`src/rtl/ib_lut_wr_responder_pkg.sv`:
```
// rtl/ib_lut_wr_responder_pkg.sv - shared state encoding and width helper for the IB-LUT write responder
package ib_lut_wr_responder_pkg;

  typedef enum logic [2:0] {
    IDLE       = 3'b000,
    ROM_FETCH0 = 3'b001,
    RAM_LOAD0  = 3'b010,
    RAM_LOAD1  = 3'b011,
    FINISH     = 3'b100
  } wr_state_t;

  // Address fields never collapse to zero width, even for single-entry tables.
  function automatic int clog2_min1(input int value);
    return (value <= 2) ? 1 : $clog2(value);
  endfunction

endpackage

```
`src/rtl/ib_lut_wr_responder_if.sv`:
```
// rtl/ib_lut_wr_responder_if.sv - iteration handshake plus IB-ROM read / LUT-RAM write bus
interface ib_lut_wr_responder_if #(
  parameter int ROM_ADDR_W = 4,
  parameter int PAGE_W     = 2
);

  logic                  iter_rqst;
  logic                  iter_termination;
  logic                  iter_update;
  logic                  rom_rd_en;
  logic [ROM_ADDR_W-1:0] rom_addr;
  logic                  ram_write_en;
  logic [PAGE_W-1:0]     ram_waddr;

  modport master (
    output iter_rqst,
    output iter_termination,
    input  iter_update,
    input  rom_rd_en,
    input  rom_addr,
    input  ram_write_en,
    input  ram_waddr
  );

  modport slave (
    input  iter_rqst,
    input  iter_termination,
    output iter_update,
    output rom_rd_en,
    output rom_addr,
    output ram_write_en,
    output ram_waddr
  );

endinterface

```
`src/rtl/ib_lut_wr_responder_page_cnt.sv`:
```
// rtl/ib_lut_wr_responder_page_cnt.sv - LUT page counter with clear, increment and last-pipelined-page flag
module ib_wr_page_cnt
  import ib_lut_wr_responder_pkg::*;
#(
  parameter int PAGE_NUM = 4,
  parameter int PAGE_W   = clog2_min1(PAGE_NUM)
) (
  input  logic              write_clk,
  input  logic              rstn,
  input  logic              clr,
  input  logic              inc,
  output logic [PAGE_W-1:0] page,
  output logic              last
);

  // The pipelined load phase ends one page early; the final page is written without a new ROM read.
  localparam int LAST_LOAD = (PAGE_NUM >= 2) ? PAGE_NUM - 2 : 0;

  logic [PAGE_W-1:0] page_nxt;

  always_comb begin
    page_nxt = page;
    if (clr) begin
      page_nxt = '0;
    end else if (inc) begin
      page_nxt = page + PAGE_W'(1);
    end
  end

  always_ff @(posedge write_clk or negedge rstn) begin
    if (!rstn) begin
      page <= '0;
    end else begin
      page <= page_nxt;
    end
  end

  assign last = (page == PAGE_W'(LAST_LOAD));

endmodule

```
`src/rtl/ib_lut_wr_responder.sv`:
```
// rtl/ib_lut_wr_responder.sv - reloads one IB-LUT RAM bank from ROM per iteration request and acknowledges
// Optional debug FINISH counter enabled by defining IB_WR_RESP_DBG_CNT_EN.
module ib_lut_wr_responder
  import ib_lut_wr_responder_pkg::*;
#(
  parameter int PAGE_NUM   = 4,
  parameter int ITER_MAX   = 10,
  parameter int PAGE_W     = clog2_min1(PAGE_NUM),
  parameter int ROM_ADDR_W = clog2_min1(ITER_MAX * PAGE_NUM),
  parameter int IDX_W      = clog2_min1(ITER_MAX)
) (
  input  logic                 write_clk,
  input  logic                 rstn,
  ib_lut_wr_responder_if.slave bus,
  output logic                 busy,
  output logic [IDX_W-1:0]     iter_idx,
  output logic [2:0]           state
`ifdef IB_WR_RESP_DBG_CNT_EN
  ,
  output logic [15:0]          dbg_update_cnt
`endif
);

  localparam logic [PAGE_W-1:0] LAST_PAGE = PAGE_W'(PAGE_NUM - 1);
  localparam logic [IDX_W-1:0]  LAST_IDX  = IDX_W'(ITER_MAX - 1);

  wr_state_t             st;
  logic                  armed;
  logic                  page_clr;
  logic                  page_inc;
  logic                  page_last;
  logic [PAGE_W-1:0]     page;
  logic [ROM_ADDR_W-1:0] rom_base;

  assign state    = st;
  assign rom_base = ROM_ADDR_W'(iter_idx) * ROM_ADDR_W'(PAGE_NUM);
  assign page_clr = bus.iter_termination || (st == IDLE);
  assign page_inc = (st == RAM_LOAD0);

  ib_wr_page_cnt #(
    .PAGE_NUM (PAGE_NUM),
    .PAGE_W   (PAGE_W)
  ) u_page_cnt (
    .write_clk (write_clk),
    .rstn      (rstn),
    .clr       (page_clr),
    .inc       (page_inc),
    .page      (page),
    .last      (page_last)
  );

  // Outputs are loaded with the decode of the state being entered so they line up with state/page.
  always_ff @(posedge write_clk or negedge rstn) begin
    if (!rstn) begin
      st               <= IDLE;
      armed            <= 1'b1;
      iter_idx         <= '0;
      busy             <= 1'b0;
      bus.iter_update  <= 1'b0;
      bus.rom_rd_en    <= 1'b0;
      bus.rom_addr     <= '0;
      bus.ram_write_en <= 1'b0;
      bus.ram_waddr    <= '0;
    end else begin
      bus.iter_update  <= 1'b0;
      bus.rom_rd_en    <= 1'b0;
      bus.rom_addr     <= '0;
      bus.ram_write_en <= 1'b0;
      bus.ram_waddr    <= '0;
      if (bus.iter_termination) begin
        st       <= IDLE;
        armed    <= 1'b0;
        iter_idx <= '0;
        busy     <= 1'b0;
      end else begin
        case (st)
          IDLE: begin
            if (bus.iter_rqst && armed) begin
              st            <= ROM_FETCH0;
              busy          <= 1'b1;
              bus.rom_rd_en <= 1'b1;
              bus.rom_addr  <= rom_base;
            end else if (!bus.iter_rqst) begin
              armed <= 1'b1;
            end
          end
          ROM_FETCH0: begin
            bus.ram_write_en <= 1'b1;
            if (PAGE_NUM == 1) begin
              st            <= RAM_LOAD1;
              bus.ram_waddr <= LAST_PAGE;
            end else begin
              st            <= RAM_LOAD0;
              bus.ram_waddr <= page;
              bus.rom_rd_en <= 1'b1;
              bus.rom_addr  <= rom_base + ROM_ADDR_W'(page) + ROM_ADDR_W'(1);
            end
          end
          RAM_LOAD0: begin
            bus.ram_write_en <= 1'b1;
            if (page_last) begin
              st            <= RAM_LOAD1;
              bus.ram_waddr <= LAST_PAGE;
            end else begin
              st            <= RAM_LOAD0;
              bus.ram_waddr <= page + PAGE_W'(1);
              bus.rom_rd_en <= 1'b1;
              bus.rom_addr  <= rom_base + ROM_ADDR_W'(page) + ROM_ADDR_W'(2);
            end
          end
          RAM_LOAD1: begin
            st              <= FINISH;
            bus.iter_update <= 1'b1;
          end
          FINISH: begin
            st       <= IDLE;
            busy     <= 1'b0;
            armed    <= 1'b0;
            iter_idx <= (iter_idx == LAST_IDX) ? '0 : iter_idx + IDX_W'(1);
          end
          default: begin
            st   <= IDLE;
            busy <= 1'b0;
          end
        endcase
      end
    end
  end

`ifdef IB_WR_RESP_DBG_CNT_EN
  always_ff @(posedge write_clk or negedge rstn) begin
    if (!rstn) begin
      dbg_update_cnt <= '0;
    end else if (st == FINISH && dbg_update_cnt != 16'hFFFF) begin
      dbg_update_cnt <= dbg_update_cnt + 16'd1;
    end
  end
`endif

endmodule

```
`src/flat_wrapper.sv`:
```
// flat-port wrapper written by rule: the top's interface ports become plain ports
module ib_lut_wr_responder_flat import ib_lut_wr_responder_pkg::*;
#(
  parameter int PAGE_NUM   = 4,
  parameter int ITER_MAX   = 10,
  parameter int PAGE_W     = clog2_min1(PAGE_NUM),
  parameter int ROM_ADDR_W = clog2_min1(ITER_MAX * PAGE_NUM),
  parameter int IDX_W      = clog2_min1(ITER_MAX)
)
  (write_clk, rstn, busy, iter_idx, state, bus_iter_rqst, bus_iter_termination, bus_iter_update, bus_rom_rd_en, bus_rom_addr, bus_ram_write_en, bus_ram_waddr);
  ib_lut_wr_responder_if #(.ROM_ADDR_W(ROM_ADDR_W), .PAGE_W(PAGE_W)) bus_i ();
  input  logic write_clk;
  input  logic rstn;
  output logic busy;
  output logic [IDX_W-1:0] iter_idx;
  output logic [2:0] state;
  input wire logic [$bits(bus_i.iter_rqst)-1:0] bus_iter_rqst;
  input wire logic [$bits(bus_i.iter_termination)-1:0] bus_iter_termination;
  output wire logic [$bits(bus_i.iter_update)-1:0] bus_iter_update;
  output wire logic [$bits(bus_i.rom_rd_en)-1:0] bus_rom_rd_en;
  output wire logic [$bits(bus_i.rom_addr)-1:0] bus_rom_addr;
  output wire logic [$bits(bus_i.ram_write_en)-1:0] bus_ram_write_en;
  output wire logic [$bits(bus_i.ram_waddr)-1:0] bus_ram_waddr;
  assign bus_i.iter_rqst = bus_iter_rqst;
  assign bus_i.iter_termination = bus_iter_termination;
  assign bus_iter_update = bus_i.iter_update;
  assign bus_rom_rd_en = bus_i.rom_rd_en;
  assign bus_rom_addr = bus_i.rom_addr;
  assign bus_ram_write_en = bus_i.ram_write_en;
  assign bus_ram_waddr = bus_i.ram_waddr;
  ib_lut_wr_responder #(.PAGE_NUM(PAGE_NUM), .ITER_MAX(ITER_MAX), .PAGE_W(PAGE_W), .ROM_ADDR_W(ROM_ADDR_W), .IDX_W(IDX_W)) u_core (.write_clk(write_clk), .rstn(rstn), .bus(bus_i), .busy(busy), .iter_idx(iter_idx), .state(state));
endmodule
```
`config.mk`:
```
export PLATFORM = sky130hd
export DESIGN_NAME = ib_lut_wr_responder_flat
export DESIGN_NICKNAME = d
export VERILOG_FILES = /design/src/rtl/ib_lut_wr_responder_pkg.sv /design/src/rtl/ib_lut_wr_responder_if.sv /design/src/rtl/ib_lut_wr_responder_page_cnt.sv /design/src/rtl/ib_lut_wr_responder.sv /design/src/flat_wrapper.sv
export SDC_FILE = /design/constraint.sdc
export NUM_CORES = 1
export LEC_CHECK = 0
export CORE_ASPECT_RATIO = 1.25
export CORE_MARGIN = 1.5
export CORE_UTILIZATION = 29
export DETAILED_ROUTE_END_ITERATION = 10
export PLACE_DENSITY_LB_ADDON = 0.3
export SETUP_SLACK_MARGIN = 0.02
export SLEW_MARGIN = 20
export SYNTH_ARGS = -nofsm -noshare
export SYNTH_HDL_FRONTEND = slang
export SYNTH_HIERARCHICAL = 1
export SYNTH_SLANG_ARGS = --single-unit
```
`constraint.sdc`:
```
create_clock -name write_clk -period 3.1 [get_ports write_clk]
set_input_delay 0.465 -clock write_clk [delete_from_list [all_inputs] [get_ports write_clk]]
set_output_delay 0.465 -clock write_clk [all_outputs]
set_load 0.03 [all_outputs]
```
[Word-level counts from Yosys, hierarchy flattened]
Cells that the tools add are included.
W data, S select, Z words.
Storage, ports and cells
  flip-flop bits (word level): 22
  latch bits: 0
  RAM bits: 0
  ROM bits: 0
  bits of input ports: 4
  word-level logic and storage cells: 66
  memories kept: 0
Operators by class
  add/sub/neg operators: 5
  multiply operators: 0
  div/mod/pow operators: 0
  order comparisons: 0
  eq/ne operators: 10
  shifts and indexed selects: 0
  multiplexer cells: 31
  bitwise logic cells: 0
  reduce and logical (&&, ||, !) cells: 10
Operator list (count)
  $mux W6: 3
  $pmux W6 S3: 1
  $mux W1: 13
  $mux W4: 3
  $pmux W3 S4: 1
  $ne A3 B3 Y1 const B: 3
  $mux W2: 4
  $add A6 B1 Y6 const B: 1
  $add A6 B2 Y6: 1
  $add A6 B2 Y6 const B: 1
  $eq A3 B2 Y1 const B: 2
  $mux W3: 2
  $add A4 B1 Y4 const B: 1
  $eq A4 B4 Y1 const B: 1
  $pmux W1 S2: 2
  $pmux W2 S2: 1
  $reduce_bool A2 Y1: 2
  $eq A3 B1 Y1 const B: 1
  $eq A3 B3 Y1 const B: 1
  $logic_not A3 Y1: 1
  $pmux W1 S3: 1
  $reduce_and A3 Y1: 1
  $reduce_bool A3 Y1: 1
  $reduce_or A3 Y1: 1
  7 further kinds: 7

[Longest topological paths before layout]
  depth after elaboration: 5
  gate-level depth with buffers: 6

[Hierarchy]
Netlist, hierarchy kept.
By module, submodules not included
  ib_lut_wr_responder: times used 1, cells an instance 112, area an instance 1128.6 µm², sequential area each 501.7 µm²
  ib_wr_page_cnt: times used 1, cells an instance 9, area an instance 100.1 µm², sequential area each 50.0 µm²

[Worst setup path before layout]
Ideal clock, no wire load.
  kind: register to register
  from: register u_core.u_page_cnt.page[0]
  to: register u_core.bus.rom_addr[3]
  setup time: 80 ps
  arrival: 1409 ps
  path slack: 1611 ps
  cell stages (with the launch flop): 7
  period minus slack after synthesis: 1489 ps
  cells stage by stage: dfrtp_1 > inv_1 > ha_1 > nor3b_4 > a21o_1 > a31oi_1 > nor3b_2
RTL lines
  from (decl): RTL line ib_lut_wr_responder_page_cnt.sv:12  | output logic [PAGE_W-1:0] page,
  from (signal assigned): RTL line ib_lut_wr_responder_page_cnt.sv:34  | page <= page_nxt;
  $eq A2 B2 Y1: RTL line ib_lut_wr_responder_page_cnt.sv:38  | assign last = (page == PAGE_W'(LAST_LOAD));
  named net u_core.page_last: RTL line ib_lut_wr_responder.sv:31  | logic page_last;
  $mux W6: RTL line ib_lut_wr_responder.sv:101  | if (page_last) begin
  $pmux W6 S3: RTL line ib_lut_wr_responder.sv:76  | case (st)
  $mux W6: RTL line ib_lut_wr_responder.sv:70  | if (bus.iter_termination) begin
  to (signal assigned): RTL line ib_lut_wr_responder.sv:82  | bus.rom_addr <= rom_base;
  to (signal assigned): RTL line ib_lut_wr_responder.sv:96  | bus.rom_addr <= rom_base + ROM_ADDR_W'(page) + ROM_ADDR_W'(1);
  to (signal assigned): RTL line ib_lut_wr_responder.sv:108  | bus.rom_addr <= rom_base + ROM_ADDR_W'(page) + ROM_ADDR_W'(2);
  to (decl): RTL line ib_lut_wr_responder_if.sv:30  | output rom_addr,
The timed path passes the listed nets, and every way through them passes these cells.
A chain may end at the register's enable or synchronous reset.

[Final worst setup path]
  from: register u_core.st[2] (netlist: u_core/state[2])
  to: output state[2]
RTL lines
  from (decl): RTL line ib_lut_wr_responder.sv:27  | wr_state_t st;
  from (signal assigned): RTL line ib_lut_wr_responder.sv:55  | st <= IDLE;
  from (signal assigned): RTL line ib_lut_wr_responder.sv:71  | st <= IDLE;
  from (signal assigned): RTL line ib_lut_wr_responder.sv:79  | st <= ROM_FETCH0;
  to (decl): RTL line flat_wrapper.sv:16  | output logic [2:0] state;
No word-level cell between the ends.

==> results.sh <==
export IMPL_outcome="completed"
export IMPL_setup_slack_ps=899.8
export IMPL_worst_path_buf_inv=1
export IMPL_syn_inst=121
export IMPL_final_setup_viol_count=0
export IMPL_slowest_stage="clkdlybuf4s50_1"
export IMPL_syn_area_per_cell_um2=10.15
export IMPL_final_net_count=153
export IMPL_grt_max_degree=23
export IMPL_wl_mm=2.833
export IMPL_max_cap_viol_count=0
export IMPL_yosysSeqAreaShare_pct=44.91
export IMPL_min_path_type="input pin to async pin"
export IMPL_end_kind="output port"
export IMPL_final_antenna_net_count=0
export IMPL_placed_area_mm2=0.001491
export IMPL_r2r_end="u_core/bus.rom_addr[4]$_DFF_PN0_"
export IMPL_clock_path_buffers=2
export IMPL_crit_path_cell_trace="clkdlybuf4s50_1"
export IMPL_fin_crit_sh_pct=70.97
export IMPL_first_iter_violations=29
export IMPL_coreArea_mm2=0.004066
export IMPL_htreeDepth=1
export IMPL_dpl_hpwl_mm=2.134
export IMPL_cts_tree="built"
export IMPL_drc=0
export IMPL_fp_row_count=26
export IMPL_p_leak_nw=0.6047
export IMPL_clkPwrFrac_pct=30.6
export IMPL_internal_power_mw=0.4307
export IMPL_worstPathMaxFanout=13
export IMPL_final_setup_tns_ps=0
export IMPL_critical_path_arrival_ps=1740
export IMPL_pwr_share_seq_pct=52.7
export IMPL_pwr_share_comb_pct=16.7
export IMPL_grt_pass1_vias=990
export IMPL_die_w_um=61.22
export IMPL_fmax_mhz=454.5
export IMPL_relSlewSlack_pct=63.11
export IMPL_post_cts_buffers=0
export IMPL_path_delay_family="buffers and inverters"
export IMPL_ioPinCount=23
export IMPL_drive_gt1_share_pct=11.89
export IMPL_yosysWarnings=6
export IMPL_cts_hold_buf=0
export IMPL_cts_root_buf="clkbuf_8"
export IMPL_worst_slew_pin_slew_ps=553.4
export IMPL_syn_area_mm2=0.001229
export IMPL_vias_per_cell=4.965
export IMPL_cp_data_required_time_ps=2630
export IMPL_reg2reg_setup_slack_ps=1370
export IMPL_initial_core_util_pct=30.22
export IMPL_finalMaxSlewViolations=0
export IMPL_final_hold_viol_count=0
export IMPL_clock_skew_ps=9.930
export IMPL_multi_input_area_um2=623.1
export IMPL_vdd_drop_max_v=0.0001090
export IMPL_area_growth_pct=24.64
export IMPL_final_area_mm2=0.001531
export IMPL_reg2reg_from="u_core/u_page_cnt/page[0]$_DFFE_PN0P_"
export IMPL_postCtsResizedCells=0
export IMPL_r2r_cells=5
export IMPL_grt_antenna_before_repair=0
export IMPL_cts_sinks=22
export IMPL_final_seq_area_um2=551.8
export IMPL_wl_per_cell_um=14.24
export IMPL_switching_share_pct=28.09
export IMPL_port_buffers=22
export IMPL_dpl_worst_slack_ps=1170
export IMPL_syn_nets=130
export IMPL_critical_path_class="flop to output port"
export IMPL_dieArea_mm2=0.004639
export IMPL_powerDensity_mw_per_mm2=391.1
export IMPL_numCtsBuffers=3
export IMPL_p_switching_mw=0.1682
export IMPL_crit_path_start_kind="flop"
export IMPL_dr_pass1_iters=4
export IMPL_grt_use_total_pct=13.50
export IMPL_vias=988
export IMPL_path_clk_slew_ps=80
export IMPL_num_fill_cells=404
export IMPL_rsz0062_at_grt="false"
export IMPL_grt_pass1_wl_mm=4.623
export IMPL_cpPeakStageDelay_ps=780
export IMPL_ys_seq_elements=22
export IMPL_num_antenna_cells=0
export IMPL_ys_types=46
export IMPL_period_minus_slack_ps=2200
export IMPL_overflow=0
export IMPL_gp_congestion=0.8834
export IMPL_die_h_um=75.78
export IMPL_clk_latency_ps=270
==> worst max-delay path by stage <==
| stage | startpoint | to | slack, ps | cells after the start |
|---|---|---|---|---|
| final | u_core/state[2]$_DFFE_PN0P_ | state[2] | 900 | 1 |
| after global routing | u_core/state[2]$_DFFE_PN0P_ | state[2] | 820 | 1 |
| after CTS | u_core/state[2]$_DFFE_PN0P_ | state[2] | 890 | 1 |
| after detailed placement | u_core/state[2]$_DFFE_PN0P_ | state[2] | 1170 | 1 |
| after global placement | u_core/state[2]$_DFFE_PN0P_ | state[2] | 1200 | 1 |
| after floorplan | u_core/u_page_cnt/page[0]$_DFFE_PN0P_ | u_core/bus.rom_addr[3]$_DFF_PN0_ | 1610 | 6 |
==> registers in the layout, indices dropped and copies added (netlist names) <==
signal / flops
u_core/bus.rom_addr: 6
u_core/iter_idx: 4
u_core/state: 3
u_core/bus.ram_waddr: 2
u_core/u_page_cnt/page: 2
u_core/armed: 1
u_core/bus.iter_update: 1
u_core/bus.ram_write_en: 1
u_core/bus.rom_rd_en: 1
u_core/busy: 1
==> cell usage after synthesis, drive strengths merged <==
cell / n / area, um2
a21o: 2 / 15.01
a22oi: 1 / 7.510
a41oi: 1 / 16.27
o221ai: 1 / 8.760
clkbuf: 1 / 3.750
or2: 1 / 6.260
a22o: 1 / 8.760
o21a: 2 / 16.27
dfstp: 1 / 26.28
inv: 7 / 26.27
nand2b: 6 / 45.04
o21bai: 2 / 15.01
nor3: 5 / 36.29
o2111ai: 1 / 8.760
nand3b: 1 / 7.510
dfrtp: 21 / 525.5
and3: 2 / 12.51
o2bb2ai: 1 / 8.760
nand2: 11 / 41.29
nor2b: 2 / 12.51
nor3b: 2 / 31.28
buf: 3 / 23.77
o21ai: 6 / 30.03
and4: 1 / 8.760
nor2: 11 / 56.30
ha: 5 / 62.56
mux2i: 1 / 10.01
a21boi: 3 / 22.52
xnor2: 2 / 17.52
o22ai: 1 / 6.260
nor4: 1 / 21.27
a32oi: 1 / 8.760
a21oi: 7 / 42.54
a31oi: 3 / 18.77
nand3: 4 / 20.02
==> power by group through the flow <==
stage                     Sequential (mW)  Combinational [mW]  Clock (mW)
after floorplan                     0.335              0.0473           0
after global placement              0.322               0.101           0
after detailed placement            0.322               0.102           0
after CTS                           0.316               0.102       0.190
after global routing                0.319               0.109       0.200
final                               0.316               0.100       0.183
==> cells in the final DEF, fill, tap and decap left out, drive strengths merged, types with 3 or more instances in the layout <==
cell type      synthesis  routed
a21boi                 3       3
a21oi                  7       7
a31oi                  3       3
clkbuf                 1       4
clkdlybuf4s50          0      21
dfrtp                 21      21
ha                     5       5
inv                    7       7
nand2                 11      11
nand2b                 6       6
nand3                  4       4
nor2                  11      11
nor3                   5       5
o21ai                  6       6
==> cell type report <==
| type | count | share of cell area [%] |
|---|---|---|
| sequential | 22 | 36.03 |
| multi-input combinational | 88 | 40.69 |
| timing repair buffer | 22 | 14.05 |
| clock buffer | 4 | 2.941 |
| inverter | 7 | 1.716 |
| tap | 56 | 4.575 |
==> metrics by stage <==
step           util, %  power, mW  cells  hold WS (ps)
6_report         37.66     0.5990    199         153.9
5_1_grt          37.66     0.6275    199         200.0
4_1_cts          37.78     0.6077    199         564.1
3_5_place_dp     36.68     0.4234    195         553.5
3_3_place_gp     36.68     0.4230    195         545.8
2_1_floorplan        -     0.3819    121         169.4
==> logic make-up (layout without fill, tap and decap cells) <==
kind of cell / Yosys count / in the layout / share of synthesized area, %
compound gates: 33 / 33 / 19.04
flops: 22 / 22 / 44.91
buf+inv: 11 / 33 / 4.378
fa+ha+maj: 5 / 5 / 5.092
xor+xnor: 2 / 2 / 1.426
mux: 1 / 1 / 0.8147
simple gates: 47 / 47 / 24.34
==> per-layer routing <==
layer,vias up,share of wire [%],GRT usage (%)
li1,473,-,-
met1,489,41,15.38
met2,20,53,23.29
met3,6,3.0,2.716
met4,0,2.4,7.246
met5,-,0,0
(Power assumes the default switching activity.)
